### src/rtl/led_blinker_pkg.sv
// Shared definitions for the LED blinker.
//   - sel_e        : decode of the {switch_1, switch_2} frequency select code
//   - C*_DEFAULT   : default half-period lengths for a 25 MHz clock
//   - cnt_width()  : counter width for a divider of a given half-period
package led_blinker_pkg;

   typedef enum logic [1:0] {
      SEL_100HZ = 2'b00,
      SEL_50HZ  = 2'b01,
      SEL_10HZ  = 2'b10,
      SEL_1HZ   = 2'b11
   } sel_e;

   localparam int C100_DEFAULT = 125000;
   localparam int C50_DEFAULT  = 250000;
   localparam int C10_DEFAULT  = 1250000;
   localparam int C1_DEFAULT   = 12500000;

   // The counter spans 0..c-1, so $clog2(c) bits suffice; c = 1 would give a
   // zero-width vector, hence the 1-bit floor.
   function automatic int cnt_width(input int c);
      return (c > 1) ? $clog2(c) : 1;
   endfunction

endpackage

### src/rtl/led_blinker_toggle_divider.sv
// Free-running toggle divider: a 50% duty square wave with a period of
// 2*HALF_PERIOD clock cycles. HALF_PERIOD must be >= 1.
// Ports:
//   i_clock  - system clock, rising-edge active
//   i_reset  - asynchronous active-high reset (counter and toggle cleared)
//   o_toggle - registered square wave output
module toggle_divider
   import led_blinker_pkg::*;
#(
   parameter int HALF_PERIOD = 1
) (
   input  logic i_clock,
   input  logic i_reset,
   output logic o_toggle
);

   localparam int              CW   = cnt_width(HALF_PERIOD);
   localparam logic [CW-1:0]   LAST = CW'(HALF_PERIOD - 1);

   logic [CW-1:0] count;

   // With HALF_PERIOD = 1 the counter sits at 0 == LAST, so the toggle
   // inverts on every edge.
   always_ff @(posedge i_clock or posedge i_reset) begin
      if (i_reset) begin
         count    <= '0;
         o_toggle <= 1'b0;
      end else if (count == LAST) begin
         count    <= '0;
         o_toggle <= ~o_toggle;
      end else begin
         count    <= count + 1'b1;
      end
   end

endmodule

### src/rtl/led_blinker.sv
// LED blinker: four free-running toggle dividers (100/50/10/1 Hz), one
// picked by the switch code and gated by the enable input.
// Ports:
//   i_clock     - system clock, rising-edge active
//   i_reset     - asynchronous active-high reset
//   i_enable    - 1 = LED may blink, 0 = LED forced off
//   i_switch_1  - frequency select MSB
//   i_switch_2  - frequency select LSB
//   o_led_drive - LED drive, 1 = on
// Switches and enable are used raw; any synchronising/debouncing is done
// outside this block. The output path after the toggles is combinational,
// so selection and enable changes take effect in the same cycle.
module led_blinker
   import led_blinker_pkg::*;
#(
   parameter int c100 = C100_DEFAULT,
   parameter int c50  = C50_DEFAULT,
   parameter int c10  = C10_DEFAULT,
   parameter int c1   = C1_DEFAULT
) (
   input  logic i_clock,
   input  logic i_reset,
   input  logic i_enable,
   input  logic i_switch_1,
   input  logic i_switch_2,
   output logic o_led_drive
);

   logic tgl_100;
   logic tgl_50;
   logic tgl_10;
   logic tgl_1;
   sel_e sel;
   logic sel_toggle;

   toggle_divider #(.HALF_PERIOD(c100)) u_div_100 (
      .i_clock  (i_clock),
      .i_reset  (i_reset),
      .o_toggle (tgl_100)
   );

   toggle_divider #(.HALF_PERIOD(c50)) u_div_50 (
      .i_clock  (i_clock),
      .i_reset  (i_reset),
      .o_toggle (tgl_50)
   );

   toggle_divider #(.HALF_PERIOD(c10)) u_div_10 (
      .i_clock  (i_clock),
      .i_reset  (i_reset),
      .o_toggle (tgl_10)
   );

   toggle_divider #(.HALF_PERIOD(c1)) u_div_1 (
      .i_clock  (i_clock),
      .i_reset  (i_reset),
      .o_toggle (tgl_1)
   );

   assign sel = sel_e'({i_switch_1, i_switch_2});

   // Dividers are never restarted on a selection change; switching simply
   // picks up whatever phase the new divider is in.
   always_comb begin
      sel_toggle = 1'b0;
      case (sel)
         SEL_100HZ: sel_toggle = tgl_100;
         SEL_50HZ:  sel_toggle = tgl_50;
         SEL_10HZ:  sel_toggle = tgl_10;
         SEL_1HZ:   sel_toggle = tgl_1;
         default:   sel_toggle = 1'b0;
      endcase
   end

   assign o_led_drive = i_enable & sel_toggle;

endmodule

### config.mk
export PLATFORM = sky130hd
export DESIGN_NAME = led_blinker
export DESIGN_NICKNAME = d
export VERILOG_FILES = /design/src/rtl/led_blinker_pkg.sv /design/src/rtl/led_blinker_toggle_divider.sv /design/src/rtl/led_blinker.sv
export SDC_FILE = /design/constraint.sdc
export NUM_CORES = 1
export LEC_CHECK = 0
export BUFFER_PORTS_ARGS = -buffer_cell sky130_fd_sc_hd__clkbuf_2
export CAP_MARGIN = 20
export CORE_UTILIZATION = 25
export DETAILED_ROUTE_END_ITERATION = 10
export GPL_TIMING_DRIVEN = 0
export HOLD_SLACK_MARGIN = 0.15
export PLACE_DENSITY = 0.38
export SLEW_MARGIN = 20
export SYNTH_ARGS = -nofsm -noshare
export SYNTH_HDL_FRONTEND = slang
export SYNTH_HIERARCHICAL = 1
export SYNTH_SLANG_ARGS = --single-unit
### constraint.sdc
create_clock -name i_clock -period 2.49 [get_ports i_clock]
set_input_delay 0.1245 -clock i_clock [delete_from_list [all_inputs] [get_ports i_clock]]
set_output_delay 0.1245 -clock i_clock [all_outputs]
set_load 0.05 [all_outputs]
==> results by group <==
Outcome
  • Status: complete, no violations

STA
  • Max frequency: 0.477 GHz
  • Setup_tns: 0 ns
  • RSZ-0062 raised after global routing: no
  • Final setup fails: 0
  • Clock Skew: 0.00878 ns
  • Final Cycle Share: between 80 and 90%
  • Hold slack: 0.469 ns
  • Min cycle time layout: 2.10 ns
  • Final Max Slew Viols: 0
  • Final worst slack: 0.392 ns
  • Hold Violations, Final: 0
  • Worst slew margin: 35.4%
  • Measured slew at the worst slew-check pin: slightly below 1 ns

Setup path
  • CP Max Fanout: 10
  • CP required: 2.71 ns
  • Type of origin of the critical path: flip-flop
  • Critical R2R Capture: u_div_1/count[3]
  • Reg2Reg Depth: 7
  • Worst endpoint data arrival time: 2.31 ns
  • Reg2Reg Setup Slack: ~0.39 ns
  • RR Startpoint: u_div_1/count[0]
  • Critical Path Sink Type: flip-flop
  • CP Class: reg2reg

Power and ir drop
  • Total power: 2.79 mW
  • Max VDD drop: 0.000469 V
  • Leak: 2.03 nW
  • Cell Pwr Density: 587 nW/um2

Placement
  • Cells after DPL: 604
  • Placed Area: 4440 um2
  • Port bufs: 5
  • HPWL after DPL: 5670 um
  • Routability Congestion: approximately 0.74
  • Pre-CTS setup slack: 0.366 ns

Layout
  • Area grow syn2layout: 14.8%
  • Multi-input gate area: 1880 um2
  • Commonest non-fill, non-tap cell in the layout: dfrtp_1
  • Reg area: about 2100 um2
  • Most frequent cells in the layout: dfrtp_1 (84), nor2_1 (38), xnor2_1 (34)
  • Nets: approximately 410
  • Layout cell share with drive strength beyond 1: 12.6%
  • Final Core Density: 29.7%
  • Fin cells: 620
  • Ant diodes: 0
  • Final non-filler cell area: ~4800 um2
  • # fillers: between 1500 and 2000

GRT
  • First-pass GRT wire length: 14000 um
  • Vias in the first global route: 2738
  • GR Util All Layers: 10.9%
  • Initial antenna violation count: 0
  • Largest net degree at the start of global routing: 26
  • Total gr overflow: 0

Floorplan
  • Chip Height: 131 um
  • Core Footprint: approximately 16000 um2
  • Placement row count: 46
  • Die Area: around 17000 um2
  • Starting Density: 25.9%
  • I/O pins: 6
  • Chip width: between 100 and 150 um

Yosys
  • Netlist cell types: between 50 and 60
  • Mapped Cells: 383
  • Seq/Total Area, Yosys: 50.8%
  • Syn Area/Cell: 10.8 um2
  • Flops & latches, synth: 84
  • Asr flop ratio synth: 100%
  • YS warnings: 6
  • Post-synth top flop: dfrtp_1
  • Post-Syn Nets: 392
  • Cell Area, Synth: about 4100 um2
  • Post-synth EDFFs: 0

Clocking
  • Setup Fix Bufs, Post-CTS: 0
  • Hold buffer count at CTS: 1
  • CTS Buf Count: 9
  • Post-cts gate resize count: 0
  • Root buffer cell: clkbuf_16
  • Clock Latency Late Sink: about 0.34 ns
  • CTS tree: done
  • H-tree levels: 3
  • CTS Sinks: 84
  • CTS Buffer Depth: 2
  • CTS clk-pin slew, worst paths: ~0.06 ns

Job
  • Number of max-cap violations: 0

Hold path
  • Worst Hold Class: reg2reg
  • WHS Path Cells: 1
  • Hold Path End: u_div_100/o_toggle
  • Hold Path Origin: u_div_100/o_toggle

Drt
  • # DRC: 0
  • Wirelength per Cell: about 13 um
  • Post-Route WL: 8190 um
  • Drt pass-1 iters: 4
  • Vias per cell: 4.57
  • Post-route ant nets: 0
  • Vias: 2835
  • DRT iter0 DRCs: 111
## worst max-delay path, stage by stage, from the launching register on
cell and delay (ns):
dfrtp_1 0.38, ha_1 0.22, and4_1 0.18, buf_4 0.14, nand3_1 0.08, nor2_1 0.50
buf_2 0.38, nor2_1 0.09
## area by class of cell
cell class,instances,area share [%]
sequential,84,44.2
multi-input combinational,272,39.6
tap,216,5.69
clock buffer,10,4.82
buffer,13,2.24
clock inverter,5,1.63
inverter,14,1.11
timing repair buffer,6,0.737
## state kept, by name (all words and copies together), names as in the netlist
register / count
u_div_50/o_toggle: 1
u_div_100/o_toggle: 1
u_div_1/o_toggle: 1
u_div_1/count: 24
u_div_50/count: 18
u_div_10/o_toggle: 1
u_div_100/count: 17
u_div_10/count: 21
## worst max path at each step
stage                                    to  slack [ns]         startpoint
after CTS                  u_div_1/count[5]        0.36   u_div_1/count[0]
after detailed placement   u_div_1/count[5]        0.37   u_div_1/count[0]
after floorplan           u_div_50/o_toggle        0.62  u_div_50/count[4]
final                      u_div_1/count[3]        0.39   u_div_1/count[0]
after global routing       u_div_1/count[3]        0.21   u_div_1/count[0]
after global placement     u_div_1/count[3]        0.37   u_div_1/count[0]
## power breakdown
part           internal, mW  switching [mW]
Sequential             1.37               0
Clock                 0.869           0.524
Combinational       0.00426          0.0287
Total                  2.24           0.552
## cell usage after synthesis, types with 2 or more instances
master | n | area, um2
or4_1 | 6 | 45.0
nand4_1 | 21 | 131
xnor2_1 | 34 | 298
buf_2 | 4 | 20.0
buf_4 | 2 | 15.0
o21ai_0 | 6 | 30.0
nand3_1 | 31 | 155
nor2b_1 | 3 | 18.8
nor4bb_1 | 2 | 20.0
and4_1 | 9 | 78.8
nand2b_1 | 2 | 12.5
nor4_1 | 9 | 56.3
or3_1 | 6 | 37.5
inv_1 | 14 | 52.6
ha_1 | 4 | 50.1
and3_1 | 6 | 37.5
nand2_1 | 15 | 56.3
nor2_1 | 38 | 143
buf_6 | 6 | 67.6
mux2i_1 | 2 | 20.0
a21oi_1 | 14 | 70.1
and2_1 | 3 | 18.8
nor3_1 | 6 | 30.0
dfrtp_1 | 84 | 2100
xor2_1 | 24 | 210
o31ai_1 | 5 | 37.5
## layer usage
| metal | up-vias | GRT usage [%] | share of wire [%] |
|---|---|---|---|
| met5 | - | 0 | 0 |
| met3 | 11 | 3.05 | 2.9 |
| met4 | 0 | 5.27 | 2.1 |
| li1 | 1388 | - | - |
| met1 | 1404 | 14.8 | 51 |
| met2 | 32 | 16.0 | 44 |
## logic make-up (layout without fill, tap and decap cells)
kind of cell    Yosys count  in the layout  synth area share, %
compound gates           29             29                 4.14
xor+xnor                 59             59                 12.7
fa+ha+maj                 4              4                 1.21
buf+inv                  27             48                 3.84
flops                    84             84                 50.8
mux                       3              3                 1.03
simple gates            177            177                 26.4
Power figures use the tool's default switching activity.
